===== src/rtl/udp_filter_pkg.sv =====
// Shared types and helpers for the receive-side destination-address filter.
// Optional feature macro: ADDR_BCAST_EN (also accept an all-ones header).
package udp_filter_pkg;

    localparam int BYTE_W         = 8;
    localparam int MAX_ADDR_BYTES = 16;
    localparam int ADDR_MAX_W     = MAX_ADDR_BYTES * BYTE_W;

    typedef enum logic [1:0] {
        IDLE,
        HDR,
        FWD,
        DROP
    } state_e;

    // Header byte i of an n-byte address, most significant byte first.
    function automatic logic [BYTE_W-1:0] hdr_byte(
        input logic [ADDR_MAX_W-1:0] addr,
        input int unsigned           n,
        input int unsigned           i
    );
        logic [ADDR_MAX_W-1:0] sh;
        sh = addr >> ((n - 1 - i) * BYTE_W);
        return sh[BYTE_W-1:0];
    endfunction

endpackage


===== src/rtl/udp_addr_filter_sat_counter.sv =====
// Saturating up-counter with +1 and +2 increments and synchronous reset.
// Optional feature macro of the parent design: ADDR_BCAST_EN (unused here).
module sat_counter #(
    parameter int W = 16
) (
    input  logic         clk,
    input  logic         rst,
    input  logic         inc,
    input  logic         inc2,
    output logic [W-1:0] count
);

    localparam logic [W-1:0] MAX = '1;

    logic [W-1:0] count_q;
    logic [W-1:0] count_d;

    always_comb begin
        count_d = count_q;
        if (inc2) begin
            count_d = (count_q >= MAX - W'(1)) ? MAX : count_q + W'(2);
        end else if (inc) begin
            count_d = (count_q == MAX) ? MAX : count_q + W'(1);
        end
    end

    always_ff @(posedge clk) begin
        if (rst) begin
            count_q <= '0;
        end else begin
            count_q <= count_d;
        end
    end

    assign count = count_q;

endmodule


===== src/rtl/udp_addr_filter.sv =====
// Destination-address filter: strips a matching header and forwards the payload.
// Optional feature macro: ADDR_BCAST_EN (also accept an all-ones header).
module udp_addr_filter
    import udp_filter_pkg::*;
#(
    parameter int ADDR_BYTES = 6,
    parameter int COUNT_W    = 16
) (
    input  logic                    clk,
    input  logic                    rst,
    input  logic [7:0]              udp_rx,
    input  logic                    udp_rx_valid,
    input  logic                    udp_rx_first,
    input  logic                    udp_rx_last,
    input  logic [ADDR_BYTES*8-1:0] local_addr,
    output logic [7:0]              to_udp,
    output logic                    to_udp_valid,
    output logic                    to_udp_first,
    output logic                    to_udp_last,
    output logic                    frame_abort,
    output logic [COUNT_W-1:0]      accept_count,
    output logic [COUNT_W-1:0]      drop_count
);

    localparam int CNT_W = $clog2(ADDR_BYTES + 1);
    localparam logic [CNT_W-1:0] LAST_IDX = CNT_W'(ADDR_BYTES - 1);

    state_e              state_q, state_d;
    logic [CNT_W-1:0]    hdr_cnt_q, hdr_cnt_d;
    logic                match_q, match_d;
    logic                pay_first_q, pay_first_d;
    logic [7:0]          to_udp_q, to_udp_d;
    logic                valid_q, valid_d;
    logic                first_q, first_d;
    logic                last_q, last_d;
    logic                abort_q, abort_d;
    logic                acc_inc, drop_inc, drop_inc2;

    logic [ADDR_MAX_W-1:0] addr_ext;
    logic                  eq0, eqn;
    logic                  next_match;
    logic                  start_hit, next_hit;

    assign addr_ext   = ADDR_MAX_W'(local_addr);
    assign eq0        = udp_rx == hdr_byte(addr_ext, ADDR_BYTES, 0);
    assign eqn        = udp_rx == hdr_byte(addr_ext, ADDR_BYTES,
                                           32'(hdr_cnt_q));
    assign next_match = match_q & eqn;

`ifdef ADDR_BCAST_EN
    logic bcast_q, bcast_d;
    logic is_ff;
    logic next_bcast;

    assign is_ff      = udp_rx == 8'hFF;
    assign next_bcast = bcast_q & is_ff;
    assign start_hit  = eq0 | is_ff;
    assign next_hit   = next_match | next_bcast;
`else
    assign start_hit  = eq0;
    assign next_hit   = next_match;
`endif

    always_comb begin
        state_d     = state_q;
        hdr_cnt_d   = hdr_cnt_q;
        match_d     = match_q;
        pay_first_d = pay_first_q;
        to_udp_d    = to_udp_q;
        valid_d     = 1'b0;
        first_d     = 1'b0;
        last_d      = 1'b0;
        abort_d     = 1'b0;
        acc_inc     = 1'b0;
        drop_inc    = 1'b0;
        drop_inc2   = 1'b0;
`ifdef ADDR_BCAST_EN
        bcast_d     = bcast_q;
`endif
        if (udp_rx_valid) begin
            if (udp_rx_first) begin
                // A new first byte always restarts header matching.
                abort_d   = state_q == FWD;
                hdr_cnt_d = CNT_W'(1);
                match_d   = eq0;
`ifdef ADDR_BCAST_EN
                bcast_d   = is_ff;
`endif
                if (udp_rx_last) begin
                    state_d   = IDLE;
                    drop_inc2 = state_q != IDLE;
                    drop_inc  = state_q == IDLE;
                end else begin
                    drop_inc = state_q != IDLE;
                    if (ADDR_BYTES == 1) begin
                        state_d     = start_hit ? FWD : DROP;
                        pay_first_d = 1'b1;
                    end else begin
                        state_d = HDR;
                    end
                end
            end else begin
                unique case (state_q)
                    IDLE: begin
                    end
                    HDR: begin
                        hdr_cnt_d = hdr_cnt_q + CNT_W'(1);
                        match_d   = next_match;
`ifdef ADDR_BCAST_EN
                        bcast_d   = next_bcast;
`endif
                        if (udp_rx_last) begin
                            drop_inc = 1'b1;
                            state_d  = IDLE;
                        end else if (hdr_cnt_q == LAST_IDX) begin
                            state_d     = next_hit ? FWD : DROP;
                            pay_first_d = 1'b1;
                        end
                    end
                    FWD: begin
                        valid_d     = 1'b1;
                        to_udp_d    = udp_rx;
                        first_d     = pay_first_q;
                        pay_first_d = 1'b0;
                        if (udp_rx_last) begin
                            last_d  = 1'b1;
                            acc_inc = 1'b1;
                            state_d = IDLE;
                        end
                    end
                    DROP: begin
                        if (udp_rx_last) begin
                            drop_inc = 1'b1;
                            state_d  = IDLE;
                        end
                    end
                    default: state_d = IDLE;
                endcase
            end
        end
    end

    always_ff @(posedge clk) begin
        if (rst) begin
            state_q     <= IDLE;
            hdr_cnt_q   <= '0;
            match_q     <= 1'b0;
            pay_first_q <= 1'b0;
            to_udp_q    <= '0;
            valid_q     <= 1'b0;
            first_q     <= 1'b0;
            last_q      <= 1'b0;
            abort_q     <= 1'b0;
`ifdef ADDR_BCAST_EN
            bcast_q     <= 1'b0;
`endif
        end else begin
            state_q     <= state_d;
            hdr_cnt_q   <= hdr_cnt_d;
            match_q     <= match_d;
            pay_first_q <= pay_first_d;
            to_udp_q    <= to_udp_d;
            valid_q     <= valid_d;
            first_q     <= first_d;
            last_q      <= last_d;
            abort_q     <= abort_d;
`ifdef ADDR_BCAST_EN
            bcast_q     <= bcast_d;
`endif
        end
    end

    sat_counter #(.W(COUNT_W)) u_acc_cnt (
        .clk   (clk),
        .rst   (rst),
        .inc   (acc_inc),
        .inc2  (1'b0),
        .count (accept_count)
    );

    sat_counter #(.W(COUNT_W)) u_drop_cnt (
        .clk   (clk),
        .rst   (rst),
        .inc   (drop_inc),
        .inc2  (drop_inc2),
        .count (drop_count)
    );

    assign to_udp       = to_udp_q;
    assign to_udp_valid = valid_q;
    assign to_udp_first = first_q;
    assign to_udp_last  = last_q;
    assign frame_abort  = abort_q;

endmodule


===== config.mk =====
export PLATFORM = sky130hd
export DESIGN_NAME = udp_addr_filter
export DESIGN_NICKNAME = d
export VERILOG_FILES = /design/src/rtl/udp_filter_pkg.sv /design/src/rtl/udp_addr_filter_sat_counter.sv /design/src/rtl/udp_addr_filter.sv
export SDC_FILE = /design/constraint.sdc
export NUM_CORES = 1
export LEC_CHECK = 0
export CAP_MARGIN = 25
export CORE_MARGIN = 3
export CORE_UTILIZATION = 40
export DETAILED_ROUTE_END_ITERATION = 12
export PLACE_DENSITY = 0.76
export SLEW_MARGIN = 20
export SYNTH_ARGS = -nofsm -noshare
export SYNTH_HDL_FRONTEND = slang
export SYNTH_HIERARCHICAL = 1
export SYNTH_SLANG_ARGS = --single-unit
export TNS_END_PERCENT = 5

===== constraint.sdc =====
create_clock -name clk -period 2.3 [get_ports clk]
set_input_delay 0.46 -clock clk [delete_from_list [all_inputs] [get_ports clk]]
set_output_delay 0.46 -clock clk [all_outputs]
set_load 0.02 [all_outputs]

==> flow_summary.json, run 1 <==
{
  "status": "finished, violations left",
  "failed_checks": "setup timing",
  "die_area_um2": 10500,
  "worstHoldStart": "to_udp[3]",
  "ioPinCount": 105,
  "synthArstFlopShare_pct": 0,
  "power_density_nw_per_um2": 362,
  "area_growth_syn_to_layout_pct": 42.0,
  "crit_family": "compound AO/OA/AOI/OAI gates",
  "die_h_um": 102,
  "slowest_stage": "or3b_4",
  "groute.usage.overall_pct": 20.7,
  "place.gp.congestion": 0.932,
  "required_ns": 2.50,
  "slowest_delay_ns": 0.39,
  "grt_pass1_wl_um": 17500,
  "antenna_found_initial": 0,
  "insertion_delay_ns": 0.30,
  "synth_area_leaders": "dfxtp_1, a21oi_1, nand2_1",
  "ys.flop_type": "dfxtp_1",
  "num_vias": 3773,
  "synth_top_cell_area_share_pct": 27.5,
  "port-buffer-count": 104,
  "setup_tns_ns": -0.000195,
  "rows": 34,
  "cts_sinks": 51,
  "synth_top_cell_by_area": "dfxtp_1",
  "core_region_area_um2": 8890,
  "final_area_um2": 5280,
  "clock_skew_ns": 0.00324,
  "ys_types": 65,
  "drv_slew": 0,
  "n_antenna_cell": 0,
  "stdcell_count": 688,
  "synth_area_um2": 3720,
  "cp-startpoint": "hdr_cnt_q[2]",
  "first_pass_iters": 5,
  "n_fill_cell": 780,
  "wirelength_um": 10900,
  "numCtsBuffers": 5,
  "drv_cap": 0,
  "whs_ns": 0.465,
  "place_ws_ns": -0.164,
  "grt_overflow": 0,
  "crit_buf_inv": 1,
  "drive_gt1_share_pct": 18.4,
  "remaining_drc_errors": 0,
  "wire_per_inst_um": 15.8,
  "utilization_pct": 59.4,
  "p_leak_nw": 1.94,
  "min_period_over_period_pct": 100,
  "initial_core_util_pct": 41.8,
  "fin_crit_ns": 2.30,
  "synth-edff-count": 0,
  "clockRootBuffer": "clkbuf_8",
  "max_freq_mhz": 435,
  "drt-vias-per-instance": 5.48,
  "cts_tree": "yes",
  "finalWorstSetupSlack_ns": -0.000195,
  "hold_viol": 0,
  "ys_warn_count": 6,
  "drtIter0Drc": 174,
  "dpl.hpwl_um": 8470,
  "critPathKind": "reg2reg",
  "yosysSeqAreaShare_pct": 27.5,
  "final_nets": 650,
  "dieWidth_um": 102,
  "htreeDepth": 2,
  "cp_max_fo": 6,
  "cp-end-kind": "flop",
  "path_cells": "ha_4 -> buf_6 -> or3b_4 -> o22ai_2 -> o21ai_1 -> a2111oi_2 -> nand4_1 -> o21a_1",
  "synth_seq_cells": 51,
  "total_power_mw": 1.91,
  "clkTransAtPathRegs_ns": 0.09,
  "placed_area_um2": 5090,
  "cts_buffer_depth": 2,
  "hp-class": "reg2reg",
  "start_kind": "flop",
  "rsz0062_at_grt": "true",
  "holdBufCountCts": 0,
  "synth_cells": 436,
  "grt_max_degree": 21,
  "avgSynthCellArea_um2": 8.53,
  "reg2reg_from": "hdr_cnt_q[2]",
  "dpl.cell_count": 677,
  "vdd_drop_max_v": 0.000213,
  "first_global_vias": 3694,
  "ant_nets": 0,
  "setup-violations-final": 1,
  "arrival_ns": 2.50
}
==> kinds of logic (layout without fill, tap and decap cells) <==
logic type / after synthesis / after routing / share of synthesized area (%)
AND/OR/NAND/NOR: 159 / 159 / 24.2
buffers and inverters: 33 / 171 / 6.29
AO/OA/AOI/OAI: 120 / 120 / 22.0
other: 1 / 7 / 0.101
adder cells (fa/ha/maj): 10 / 10 / 3.37
XOR/XNOR: 32 / 32 / 7.54
flip-flops: 51 / 51 / 27.5
multiplexers: 30 / 30 / 8.99
==> flip-flops by register name, summed over array words and instances (netlist names) <==
register and flops:
to_udp_valid 1, state_q 2, frame_abort 1, hdr_cnt_q 3, pay_first_q 1, to_udp_first 1, to_udp 8, to_udp_last 1
match_q 1, u_acc_cnt/count 16, u_drop_cnt/count 16
==> cell type report <==
cell class / instances / area, um2 / area share [%]
Tap cell: 108 / 135 / 2.56
Multi-Input combinational cell: 358 / 2560 / 48.4
Timing Repair Buffer: 154 / 1430 / 27.1
Inverter: 9 / 33.8 / 0.640
Clock buffer: 8 / 100 / 1.90
Sequential cell: 51 / 1020 / 19.4
==> Yosys cell counts (4+ instances only) <==
| cell | count |
|---|---|
| a21oi_1 | 46 |
| o21a_1 | 4 |
| and3_1 | 11 |
| nand2_1 | 46 |
| nor2_1 | 19 |
| o21ai_1 | 6 |
| a31oi_1 | 12 |
| nor4_1 | 5 |
| mux2i_1 | 15 |
| nand2_2 | 4 |
| o211ai_1 | 4 |
| mux2_2 | 11 |
| xor2_1 | 14 |
| clkbuf_1 | 5 |
| a21o_1 | 5 |
| xnor2_1 | 18 |
| and2_1 | 7 |
| dfxtp_1 | 51 |
| nor3_1 | 11 |
| ha_1 | 10 |
| nand4_1 | 12 |
| buf_4 | 5 |
| nand3_1 | 14 |
| nor2b_1 | 4 |
| o21ai_0 | 10 |
| inv_1 | 9 |
| buf_6 | 7 |
==> placed cells by master (no fill, tap or decap), types with 14 or more instances in the layout <==
master	n
nor2_1	19
xnor2_1	18
a21oi_1	46
mux2i_1	14
dfxtp_1	49
clkdlybuf4s50_1	104
xor2_1	14
nand2_1	46
nand3_1	14
buf_4	46
==> per-layer routing <==
layer  vias up  track usage (%)  routed length (um)
li1       1886                -                   -
met1      1719             26.6                4690
met2       146             34.7                5370
met3        22             3.89                 584
met4         0             7.06                 238
met5         -                0                   0
==> tightest hold or removal path, delay by kind of cell, from the launching register on <==
family | cells | cell delay (ns)
AND/OR/NAND/NOR | 1 | 0.05
AO/OA/AOI/OAI | 1 | 0.05
flip-flops | 1 | 0.32
==> power breakdown <==
group | internal (mW) | switching (mW) | leakage (nW) | total [mW]
Sequential | 0.897 | 0.0148 | 0.413 | 0.911
Clock | 0.275 | 0.290 | 0.0515 | 0.565
Combinational | 0.245 | 0.188 | 1.47 | 0.433
Total | 1.42 | 0.492 | 1.94 | 1.91
==> worst paths after layout <==
kind / end / depth (start not counted) / slack, ns
max: state_q[0] / 8 / -0.0002
min: to_udp[3] / 2 / 0.46
max reg2reg: state_q[0] / 8 / -0.0002
min reg2reg: to_udp[3] / 2 / 0.46
==> timing repair <==
item,CTS,global route
endpoints found under the setup margin,2,14
buffers inserted,2,1
gates resized for setup,8,9
hold endpoints to repair,0,0
pin swaps,3,13
(Power assumes the default switching activity.)
==> inputs of run 2 (changes only) <==
--- a/config.mk
+++ b/config.mk
@@ -10,6 +10,7 @@
 export CORE_UTILIZATION = 40
 export DETAILED_ROUTE_END_ITERATION = 12
 export PLACE_DENSITY = 0.76
+export SKIP_CTS_REPAIR_TIMING = 1
 export SLEW_MARGIN = 20
 export SYNTH_ARGS = -nofsm -noshare
 export SYNTH_HDL_FRONTEND = slang
==> run 2 against run 1 <==
Net effect: global-route usage is 0.35 points lower; sequential cell count stayed put; routed wire length is 0.27% lower; sequential share of layout area is 0.060 points higher; maximum frequency is 0.89% lower; first-iteration DRC count is 16% higher; the run still ends with setup timing left.
==> flow_summary.json, run 2 (synthesis results as in run 1) <==
{
  "status": "finished, violations left",
  "failed_checks": "setup timing",
  "die_h_um": 102,
  "ant_nets": 0,
  "finalWorstSetupSlack_ns": -0.0208,
  "grt_overflow": 0,
  "clockRootBuffer": "clkbuf_8",
  "clock_skew_ns": 0.00375,
  "port-buffer-count": 104,
  "groute.usage.overall_pct": 20.3,
  "first_global_vias": 3651,
  "cp-end-kind": "flop",
  "power_density_nw_per_um2": 362,
  "slowest_delay_ns": 0.41,
  "fin_crit_ns": 2.32,
  "drtIter0Drc": 201,
  "placed_area_um2": 5090,
  "cts_tree": "yes",
  "drive_gt1_share_pct": 18.1,
  "vdd_drop_max_v": 0.000212,
  "required_ns": 2.50,
  "dpl.hpwl_um": 8470,
  "hp-class": "reg2reg",
  "whs_ns": 0.465,
  "min_period_over_period_pct": 101,
  "place.gp.congestion": 0.932,
  "num_vias": 3762,
  "area_growth_syn_to_layout_pct": 41.6,
  "start_kind": "flop",
  "rsz0062_at_grt": "true",
  "first_pass_iters": 5,
  "arrival_ns": 2.52,
  "setup-violations-final": 1,
  "setup_tns_ns": -0.0208,
  "grt_max_degree": 21,
  "dpl.cell_count": 677,
  "slowest_stage": "a222oi_1",
  "stdcell_count": 688,
  "ioPinCount": 105,
  "antenna_found_initial": 0,
  "cts_buffer_depth": 2,
  "core_region_area_um2": 8890,
  "mostFrequentLayoutCells": "clkdlybuf4s50_1, dfxtp_1, buf_4, nand2_1, a21oi_1",
  "max_freq_mhz": 431,
  "drt-vias-per-instance": 5.47,
  "cts_sinks": 51,
  "final_common_cell": "clkdlybuf4s50_1",
  "final_area_um2": 5260,
  "initial_core_util_pct": 41.8,
  "p_leak_nw": 1.94,
  "wire_per_inst_um": 15.8,
  "n_antenna_cell": 0,
  "wirelength_um": 10900,
  "total_power_mw": 1.90,
  "grt_pass1_wl_um": 17200,
  "path_cells": "inv_2 -> ha_4 -> mux2_4 -> a222oi_1 -> xnor2_1 -> a2111oi_2 -> nand4_1 -> o21a_1",
  "critPathKind": "reg2reg",
  "cp_max_fo": 7,
  "die_area_um2": 10500,
  "rows": 34,
  "numCtsBuffers": 5,
  "remaining_drc_errors": 0,
  "htreeDepth": 2,
  "drv_slew": 0,
  "final_nets": 650,
  "insertion_delay_ns": 0.30,
  "clkTransAtPathRegs_ns": 0.09,
  "hold_viol": 0,
  "dieWidth_um": 102,
  "drv_cap": 0
}
## run 2: cell counts in the layout (fill, tap and decap cells not counted)
No cell type changed its count.
## run 2: final cells by class
class / count / area, um2
fill: 783 / 3630
multi-input combinational: 358 / 2550
timing repair buffer: 154 / 1420
sequential: 51 / 1020
tap: 108 / 135
clock buffer: 8 / 100
inverter: 9 / 33.8
## run 2: stage by stage
stage | utilization [%] | setup slack [ns]
4_1_cts | 58.4 | -0.168
3_5_place_dp | 57.2 | -0.164
5_1_grt | 59.2 | -0.117
6_report | 59.2 | -0.0208
3_3_place_gp | 57.2 | -0.136
2_1_floorplan | - | -0.0251
## run 2: critical path: cells and delay by family (launching register included)
family	cells	cell delay, ns
AO/OA/AOI/OAI	3	0.89
multiplexers	1	0.31
adder cells (fa/ha/maj)	1	0.32
AND/OR/NAND/NOR	1	0.17
buffers and inverters	1	0.04
XOR/XNOR	1	0.14
flip-flops	1	0.34
## run 2: final timing paths
kind | depth (start not counted) | from | endpoint | slack [ns]
max | 8 | hdr_cnt_q[1] | state_q[0] | -0.02
min reg2reg | 2 | to_udp[3] | to_udp[3] | 0.46
max reg2reg | 8 | hdr_cnt_q[1] | state_q[0] | -0.02
min | 2 | to_udp[3] | to_udp[3] | 0.46
## run 2: power breakdown
part	switching, mW	total, mW	internal [mW]
registers	0.0149	0.911	0.897
clock network	0.287	0.562	0.275
logic	0.187	0.431	0.244
total	0.489	1.90	1.42
## run 2: per-layer routing
| metal | GRT usage, % | share of wire [%] |
|---|---|---|
| met1 | 26.2 | 43 |
| met2 | 34.0 | 50 |
| met5 | 0 | 0 |
| met3 | 3.96 | 5.3 |
| met4 | 6.76 | 1.7 |
==> inputs of run 3 (changes only) <==
--- a/config.mk
+++ b/config.mk
@@ -6,9 +6,9 @@
 export NUM_CORES = 1
 export LEC_CHECK = 0
 export CAP_MARGIN = 25
-export CORE_MARGIN = 3
 export CORE_UTILIZATION = 40
 export DETAILED_ROUTE_END_ITERATION = 12
+export MAX_ROUTING_LAYER = met4
 export PLACE_DENSITY = 0.76
 export SKIP_CTS_REPAIR_TIMING = 1
 export SLEW_MARGIN = 20
==> run 3 against run 2 <==
Net effect: non-clock buffer count up 3; sequential cell count unchanged; count of clock-buffer cells in the layout down 2; the flow finishes with violations (DRC, setup timing); final area up 1.2%; critical path depth up 1; highest routed layer unchanged; via count up 0.40%; register-to-register slack worse by 0.02 ns; routed wire length down 5.7%; critical path type unchanged; maximum frequency down 0.71%; clock power up 30%; combinational power about the same.
==> flow_summary.json, run 3 (synthesis results as in run 1) <==
{
  "clockRootBuffer": "clkbuf_8",
  "wire_per_inst_um": 14.8,
  "area_growth_syn_to_layout_pct": 43.3,
  "clkTransAtPathRegs_ns": 0.09,
  "min_period_over_period_pct": 102,
  "drv_slew": 0,
  "final_nets": 653,
  "power_density_nw_per_um2": 389,
  "remaining_drc_errors": 4,
  "final_area_um2": 5330,
  "grt_overflow": 0,
  "placed_area_um2": 5100,
  "drt-vias-per-instance": 5.47,
  "fin_crit_ns": 2.34,
  "cp_max_fo": 8,
  "total_power_mw": 2.07,
  "failed_checks": "DRC, setup timing",
  "final_common_cell": "clkdlybuf4s50_1",
  "rows": 34,
  "drtIter0Drc": 160,
  "setup_tns_ns": -0.0375,
  "r2r_end": "state_q[0]",
  "mostFrequentLayoutCells": "clkdlybuf4s50_1, buf_4, dfxtp_1, nand2_1, a21oi_1",
  "ioPinCount": 105,
  "htreeDepth": 2,
  "holdPathEnd": "to_udp[6]",
  "r2r_cells": 9,
  "cts_sinks": 51,
  "p_leak_nw": 1.96,
  "grt_max_degree": 17,
  "cts_tree": "yes",
  "finalWorstSetupSlack_ns": -0.0375,
  "dieWidth_um": 98.4,
  "grt_pass1_wl_um": 17100,
  "ant_nets": 0,
  "groute.usage.overall_pct": 21.9,
  "hold_viol": 0,
  "n_antenna_cell": 0,
  "numCtsBuffers": 5,
  "rsz0062_at_grt": "true",
  "core_region_area_um2": 8850,
  "reg2reg_from": "hdr_cnt_q[1]",
  "arrival_ns": 2.54,
  "initial_core_util_pct": 42.0,
  "cts_buffer_depth": 2,
  "required_ns": 2.50,
  "clock_skew_ns": 0.00405,
  "first_pass_iters": 11,
  "num_vias": 3777,
  "hp-class": "reg2reg",
  "dpl.hpwl_um": 7940,
  "n_fill_cell": 763,
  "first_global_vias": 3674,
  "multiInputGateArea_um2": 2550,
  "drv_cap": 0,
  "vdd_drop_max_v": 0.000371,
  "seqCellArea_um2": 1020,
  "drive_gt1_share_pct": 18.7,
  "insertion_delay_ns": 0.30,
  "min_path_cells": 2,
  "setup-violations-final": 1,
  "max_freq_mhz": 428,
  "die_h_um": 98.4,
  "critPathKind": "reg2reg",
  "antenna_found_initial": 0,
  "start_kind": "flop",
  "status": "finished, violations left",
  "r2r_slack_ns": -0.04,
  "die_area_um2": 9680,
  "cp-end-kind": "flop",
  "port-buffer-count": 104,
  "wirelength_um": 10200,
  "place.gp.congestion": 0.907,
  "worstHoldStart": "to_udp[6]",
  "utilization_pct": 60.2
}
## run 3: worst max-delay path by stage
| stage | startpoint | end | slack (ns) | cells after the start |
|---|---|---|---|---|
| 3_3_place_gp | hdr_cnt_q[2] | state_q[0] | -0.13 | 8 |
| 5_1_grt | hdr_cnt_q[1] | state_q[0] | -0.15 | 9 |
| 6_report | hdr_cnt_q[1] | state_q[0] | -0.04 | 9 |
| 4_1_cts | hdr_cnt_q[2] | state_q[0] | -0.14 | 8 |
| 2_1_floorplan | hdr_cnt_q[1] | state_q[0] | -0.03 | 10 |
| 3_5_place_dp | udp_rx_last | u_drop_cnt/count[14] | -0.15 | 10 |
## run 3: through the flow
stage / hold WS (ns) / worst slack (ns) / std cells
finish: 0.462 / -0.0375 / 691
global route: 0.493 / -0.153 / 691
CTS: 0.469 / -0.140 / 687
detailed placement: 0.455 / -0.155 / 679
global placement: 0.447 / -0.130 / 679
floorplan: 0.430 / -0.0251 / 442
## run 3: area by class of cell
cell class / instances / share of cell area (%)
Multi-Input combinational cell: 358 / 48.0
Clock buffer: 6 / 1.36
Inverter: 9 / 0.634
Timing Repair Buffer: 157 / 27.2
Tap cell: 108 / 2.54
Sequential cell: 51 / 19.2
Clock inverter: 2 / 1.13
## run 3: critical path, cell delays in order (launching register included)
cell,delay [ns]
dfxtp_2,0.36
inv_2,0.05
ha_4,0.33
buf_4,0.14
mux2_2,0.32
a222oi_1,0.33
xnor2_1,0.17
a2111oi_4,0.20
nand4_1,0.15
o21a_1,0.18
## run 3: report_power, final
part           leakage (nW)  switching [mW]  internal, mW
Clock                0.0654           0.296         0.435
Combinational          1.48           0.187         0.244
Sequential            0.413          0.0153         0.897
## run 3: routing by layer
metal | wire (um) | vias up | share of wire [%] | track usage, %
met5 | 0 | - | 0 | -
met2 | 4990 | 134 | 49 | 36.0
met3 | 588 | 12 | 5.7 | 3.15
met1 | 4490 | 1739 | 44 | 27.9
li1 | - | 1892 | - | -
met4 | 159 | 0 | 1.6 | 6.43
